$ cat config.mk
export PLATFORM = sky130hd
export DESIGN_NAME = vga_scan_timing
export DESIGN_NICKNAME = d
export VERILOG_FILES = /design/src/rtl/vga_timing_pkg.sv /design/src/rtl/vga_scan_timing_counter.sv /design/src/rtl/vga_scan_timing.sv
export SDC_FILE = /design/constraint.sdc
export NUM_CORES = 1
export LEC_CHECK = 0
export ABC_AREA = 1
export BUFFER_PORTS_ARGS = -buffer_cell sky130_fd_sc_hd__buf_2
export CAP_MARGIN = 20
export CORE_UTILIZATION = 52
export CTS_CLUSTER_SIZE = 12
export DETAILED_ROUTE_END_ITERATION = 10
export GPL_TIMING_DRIVEN = 0
export MAX_ROUTING_LAYER = met4
export PLACE_DENSITY = 0.86
export SLEW_MARGIN = 30
export SYNTH_ARGS = -nofsm -noshare
export SYNTH_HDL_FRONTEND = slang
export SYNTH_SLANG_ARGS = --single-unit
$ cat constraint.sdc
create_clock -name clock -period 5.2 [get_ports clock]
set_clock_uncertainty 0.1 [all_clocks]
set_input_delay 0.26 -clock clock [delete_from_list [all_inputs] [get_ports clock]]
set_output_delay 0.26 -clock clock [all_outputs]
set_load 0.05 [all_outputs]
$ cat src/rtl/vga_timing_pkg.sv
// vga_timing_pkg: default 1024x768@60 raster constants shared by the timing generator and layer modules.
package vga_timing_pkg;
  localparam int DEF_H_ACTIVE = 1024;
  localparam int DEF_H_FP = 24;
  localparam int DEF_H_SYNC = 136;
  localparam int DEF_H_BP = 160;
  localparam int DEF_V_ACTIVE = 768;
  localparam int DEF_V_FP = 3;
  localparam int DEF_V_SYNC = 6;
  localparam int DEF_V_BP = 29;
  localparam bit DEF_SYNC_POL = 1'b0;
  localparam int H_TOTAL = DEF_H_ACTIVE + DEF_H_FP + DEF_H_SYNC + DEF_H_BP;
  localparam int V_TOTAL = DEF_V_ACTIVE + DEF_V_FP + DEF_V_SYNC + DEF_V_BP;
  localparam int COL_W = 12;
  localparam int ROW_W = 11;
endpackage

$ cat src/rtl/vga_scan_timing_counter.sv
// vga_scan_timing_counter: enabled modulo counter exposing its next value and a wrap strobe.
module vga_scan_timing_counter #(
  parameter int W = 12,
  parameter int MAX = 1343
) (
  input  logic         clock,
  input  logic         reset,
  input  logic         en,
  output logic [W-1:0] count,
  output logic [W-1:0] next,
  output logic         wrap
);
  assign wrap = en && count == W'(MAX);
  assign next = wrap ? '0 : count + W'(en);
  always_ff @(posedge clock or posedge reset)
    if (reset) count <= '0;
    else count <= next;
endmodule

$ cat src/rtl/vga_scan_timing.sv
// vga_scan_timing: raster col/row generator with sync, active, blanking (calc) and line/frame strobes.
// Decoded outputs are computed from the counters' next values so they register alongside col/row.
module vga_scan_timing
  import vga_timing_pkg::*;
#(
  parameter int H_ACTIVE = DEF_H_ACTIVE,
  parameter int H_FP = DEF_H_FP,
  parameter int H_SYNC = DEF_H_SYNC,
  parameter int H_BP = DEF_H_BP,
  parameter int V_ACTIVE = DEF_V_ACTIVE,
  parameter int V_FP = DEF_V_FP,
  parameter int V_SYNC = DEF_V_SYNC,
  parameter int V_BP = DEF_V_BP,
  parameter bit SYNC_POL = DEF_SYNC_POL
) (
  input  logic             clock,
  input  logic             reset,
  input  logic             pix_en,
  output logic [COL_W-1:0] display_col,
  output logic [ROW_W-1:0] display_row,
  output logic             active,
  output logic             hsync,
  output logic             vsync,
  output logic             calc,
  output logic             line_start,
  output logic             frame_start
);
  localparam int HT = H_ACTIVE + H_FP + H_SYNC + H_BP;
  localparam int VT = V_ACTIVE + V_FP + V_SYNC + V_BP;
  localparam logic [COL_W-1:0] HA = COL_W'(H_ACTIVE);
  localparam logic [COL_W-1:0] HS0 = COL_W'(H_ACTIVE + H_FP);
  localparam logic [COL_W-1:0] HS1 = COL_W'(H_ACTIVE + H_FP + H_SYNC);
  localparam logic [ROW_W-1:0] VA = ROW_W'(V_ACTIVE);
  localparam logic [ROW_W-1:0] VS0 = ROW_W'(V_ACTIVE + V_FP);
  localparam logic [ROW_W-1:0] VS1 = ROW_W'(V_ACTIVE + V_FP + V_SYNC);
  generate
    if (HT > 4096 || VT > 2048) begin : g_too_big
      $error("vga_scan_timing: H_TOTAL or V_TOTAL exceeds counter width");
    end
  endgenerate
  logic [COL_W-1:0] col_n;
  logic [ROW_W-1:0] row_n;
  logic h_wrap, v_wrap;
  vga_scan_timing_counter #(.W(COL_W), .MAX(HT - 1)) u_col (
    .clock(clock), .reset(reset), .en(pix_en),
    .count(display_col), .next(col_n), .wrap(h_wrap)
  );
  vga_scan_timing_counter #(.W(ROW_W), .MAX(VT - 1)) u_row (
    .clock(clock), .reset(reset), .en(h_wrap),
    .count(display_row), .next(row_n), .wrap(v_wrap)
  );
  always_ff @(posedge clock or posedge reset)
    if (reset) begin
      active <= 1'b0;
      hsync <= !SYNC_POL;
      vsync <= !SYNC_POL;
      calc <= 1'b0;
      line_start <= 1'b0;
      frame_start <= 1'b0;
    end else begin
      line_start <= h_wrap;
      frame_start <= v_wrap;
      if (pix_en) begin
        active <= col_n < HA && row_n < VA;
        hsync <= (col_n >= HS0 && col_n < HS1) ? SYNC_POL : !SYNC_POL;
        vsync <= (row_n >= VS0 && row_n < VS1) ? SYNC_POL : !SYNC_POL;
        calc <= row_n >= VA;
      end
    end
endmodule
### After elaboration in Yosys (flattened, before gate mapping)

Cells that the tools add are included.
W data, S select, Z words.

| operators by class | value |
|---|---|
| equality and inequality tests | 2 |
| add/sub/neg operators | 2 |
| reductions and logical operators | 5 |
| magnitude comparators | 7 |
| mux-type cells | 4 |

Operators by type and width:

| kind | count |
|---|---|
| $lt A12 B11 Y1 const B | 2 |
| $ge A11 B10 Y1 const B | 2 |
| $lt A11 B10 Y1 const B | 2 |
| $add A12 B1 Y12 | 1 |
| $eq A12 B11 Y1 const B | 1 |
| $ge A12 B11 Y1 const B | 1 |
| $mux W12 | 1 |
| $add A11 B1 Y11 | 1 |
| $eq A11 B10 Y1 const B | 1 |
| $mux W11 | 1 |
| $logic_and A1 B1 Y1 | 5 |
| $mux W1 | 2 |

| word-level totals | value |
|---|---|
| word-level logic and storage cells | 28 |
| bits in registers | 29 |
| bits of input ports | 3 |

### Longest topological paths before layout

| depth | value |
|---|---|
| word-level depth | 7 |
| depth in mapped cells | 18 |

### Cells and area by module

From an unflattened synthesis, not the netlist that was laid out.

| unflattened totals | value |
|---|---|
| cell total of the unflattened synthesis | 234 |
| area total of the unflattened synthesis | 1769.2 um^2 |

Modules (own cells, without submodules):

| module | instances | sequential area each (um^2) | cells an instance | area each (um^2) |
|---|---|---|---|---|
| vga_scan_timing_counter (u_col) | 1 | 300.3 | 104 | 787.0 |
| vga_scan_timing_counter (u_row) | 1 | 275.3 | 83 | 649.4 |
| vga_scan_timing | 1 | 152.6 | 47 | 332.8 |

### Worst setup path before layout

OpenSTA, ideal clock, no wires.

| path | value |
|---|---|
| kind | flip-flop to flip-flop |
| start | register u_col.count[2] |
| end | register vsync |
| arrival time | 2432 ps |
| setup slack | 2592 ps |
| cell stages (with the launch flop) | 16 |
| period minus slack after synthesis | 2608 ps |
| required time | 5024 ps |
| buffers on the path | 0 |
| cell sequence | dfrtp_1 nand2_2 inv_1 nand2_1 nor2_4 ha_1 ha_1 nand2_1 nor2_2 nand4_1 nand2_1 nand3_1 nor2_1 nand3_1 nor2_1 nor2_1 |

| on the way | value |
|---|---|
| longest elaborated chain between the ends | 7 |
| elaborated cells between the ends (all ways) | 9 |
| those cells by class | add/sub (1); order compare (2); eq/ne (1); mux (2); reduce/logical (3) |

RTL lines:

| what | RTL line | text |
|---|---|---|
| from (decl) | vga_scan_timing_counter.sv:9 | `output logic [W-1:0] count,` |
| from (signal assigned) | vga_scan_timing_counter.sv:17 | `else count <= next;` |
| $eq A12 B11 Y1 (*) | vga_scan_timing_counter.sv:13 | `assign wrap = en && count == W'(MAX);` |
| $logic_and A1 B1 Y1 (*) | vga_scan_timing_counter.sv:13 |  |
| via h_wrap | vga_scan_timing.sv:43 | `logic h_wrap, v_wrap;` |
| $add A11 B1 Y11 or $logic_and A1 B1 Y1 (tied branches) | vga_scan_timing_counter.sv:14, vga_scan_timing_counter.sv:13 |  |
| $mux W11 (*) | vga_scan_timing_counter.sv:14 | `assign next = wrap ? '0 : count + W'(en);` |
| $ge A11 B10 Y1 or $lt A11 B10 Y1 (tied branches) | vga_scan_timing.sv:66 | `vsync <= (row_n >= VS0 && row_n < VS1) ? SYNC_POL : !SYNC_POL;` |
| $logic_and A1 B1 Y1 (*) | vga_scan_timing.sv:66 |  |
| $mux W1 (*) | vga_scan_timing.sv:66 |  |
| to (signal assigned) | vga_scan_timing.sv:56 | `vsync <= !SYNC_POL;` |
| to (signal assigned) | vga_scan_timing.sv:66 |  |
| to (decl) | vga_scan_timing.sv:23 | `output logic vsync,` |

The timed path passes the listed nets; every way through them passes the cells marked *.
A chain may end at the register's enable or synchronous reset.

### Worst setup path in the final report

| path | value |
|---|---|
| start | register u_col.count[6] |
| end | register vsync |

Same word-level chain as after synthesis.

==> out/qor.txt <==
status: completed
die width: 58.6 um
clock sink count: 29
vias in the first global route: 1453
Mean Syn Cell Area: 7.25 um^2
drt pass-1 iters: 4
Worst-Margin Slew: 0.602 ns
Max Fclk: 379 MHz
Mapped Cells: 230
critical path's top delay family: simple AND/OR/NAND/NOR gates
largest net degree at the start of global routing: 30
r2r endpoint: vsync
CP arrival: 2.82 ns
I/O pin cnt: 32
Num CTS Buffers: 5
CP Max Fanout: 6
GRT Total Usage: 26.4%
# rows: 20
Crit path required time: 5.38 ns
hold endpoint: vsync
Syn. warnings: 0
Max Cap Viol: 0
most frequent cells in the layout: nand2_1, inv_1, nor2_1, buf_2, dfrtp_1
CP endpoint kind: flip-flop
Fillers: 291
Yosys reg bits: 29
Setup CP Type: flip-flop to flip-flop
GPL Wtd Cong: 0.900
height of the die: 58.6 um
Slew headroom: 59.8%
Final Power: 816 uW
Nets: 276
R2R depth: 15
Final Hold Fails: 0
cts hold-fix bufs: 1
CP Buf/Inv Count: 1
P&R area growth vs syn: 16.1%
max-slew violations: 0
wire per inst: 11.7 um
hpwl dp: 2.78 mm
Final Cycle Share: 50.8%
RSZ-0062 raised after global routing: no
vias per cell: 4.96
grt ovf: 0
via count: 1558
first-pass GRT wire length: 6.51 mm
synthesized area: 1670 um^2
Core Area: 3050 um^2
Leak: 0.00103 uW
Hold Crit Class: primary input to flip-flop
reg2reg start: u_col.count[6]
Die ar.: 3440 um^2
layout cells sized above 1: 21.1%
total wire length: 3.67 mm
most common cell after layout, fill and taps aside: nand2_1
ANT nets after route: 0
CP Launch Type: flip-flop
Max Root-Sink Buffers: 2
Reg2Reg Setup Slack: 2.56 ns
CTS root buf: clkbuf_4
CTS clk-pin slew, worst paths: 0.09 ns
# Post-CTS Setup Buffers: 0
Slowest cell on crit path: dfrtp_1
Initial Util: 54.6%
Seq/Total Area, Yosys: 43.7%
Syn Nets: 237
pwr dens: 422 nW/um^2
CTS tree: done
minimum clock period: 2.64 ns
final setup fails: 0
VDD IR-drop max: 0.000297 V
CP Cell Sequence: inv_1, nand2_1, nor2_1, nand2_1, nor2_4, ha_1, ha_1, nand2_1, nor2_2, xor2_1, nand2_1, nor2_1, nand4_1, nor2_1, nor2_1
initial drt markers: 113
FF/Latch Area: 728 um^2
worst skew pair latency: 0.34 ns
Port Buffers: 31
initial antenna violation count: 0
Post-CTS Resized: 0
area of the multi-input gates: 769 um^2
Final TNS setup: 0 ns
Worst path max stage delay: 0.41 ns
# DRC: 0
hold_sp: pix_en
Netlist cell types: 24
# H-tree levels: 2
Hold Crit Depth: 3
# diodes: 0
## synth_stat cells
master    count  area share [%]
nand2_1      59              13
inv_1        42             9.5
nor2_1       33             7.4
dfrtp_1      27              41
nand3_1      24             7.2
nand2_2       6             2.3
ha_1          4             3.0
nand4_1       4             1.5
nor2_2        4             1.5
inv_2         3            0.68
nor2_4        3             2.0
nor3_1        3            0.90
xor2_1        3             1.6
dfstp_2       2             3.2
o21ai_0       2            0.60
o21ai_1       2            0.60
o21bai_1      2            0.90
a21oi_1       1            0.30
a31oi_1       1            0.38
nand2_4       1            0.68
o21a_1        1            0.45
o21ai_2       1            0.53
o311ai_0      1            0.53
xnor2_1       1            0.53
## worst max-delay path by stage
stage	end	cells past startpoint	slack [ns]	startpoint
floorplan	vsync	15	2.59	u_col.count[2]
global placement	vsync	15	2.63	u_col.count[6]
detailed placement	vsync	15	2.59	u_col.count[6]
CTS	calc	14	2.58	u_col.count[6]
global route	vsync	18	2.26	u_col.count[6]
finish	vsync	15	2.56	u_col.count[6]
## through the flow
stage	hold slack [ns]	utilization (%)	worst slack, ns	area [um^2]	std cells
global route	0.115	63.4	2.26	1940	314
detailed placement	0.275	61.5	2.59	1880	305
CTS	0.107	63.4	2.58	1940	314
global placement	0.365	61.5	2.63	1880	305
floorplan	0.237	-	2.59	1670	230
finish	0.122	63.4	2.56	1940	314
## final cells by class
type / instances / area share, %
flip-flops and latches: 29 / 37.6
repair buffers: 32 / 8.53
clock buffers: 8 / 2.52
multi-input cells: 156 / 39.8
inverters: 45 / 8.73
well taps: 44 / 2.84
## flip-flops by register name (all words and copies together) (netlist names)
name / count
hsync: 1
vsync: 1
line_start: 1
calc: 1
u_row.count: 11
active: 1
frame_start: 1
u_col.count: 12
## layer usage
layer | part of all wire, % | global-route usage (%)
met5 | 0 | -
met4 | 1.6 | 8.84
met3 | 6.4 | 7.91
met2 | 46 | 39.4
met1 | 46 | 34.4
## power breakdown
group / switching [uW] / internal (uW) / total (uW)
Clock: 79.2 / 53.8 / 133
Sequential: 54.4 / 265 / 319
Combinational: 275 / 88.8 / 364
## worst min-delay path, cell delays in order
cell    delay [ns]
buf_2         0.15
nor2_1        0.10
nor2_1        0.05
## cells by family (layout without fill, tap and decap cells)
group                    Yosys count  in the layout  synth area share [%]
buffers and inverters             45             85                  10.1
XOR/XNOR                           4              4                  2.10
AO/OA/AOI/OAI                     11             11                  4.28
flip-flops                        29             29                  43.7
AND/OR/NAND/NOR                  137            137                  36.8
adder cells (fa/ha/maj)            4              4                  3.00
Note: power is estimated with default switching activity, not from simulation.
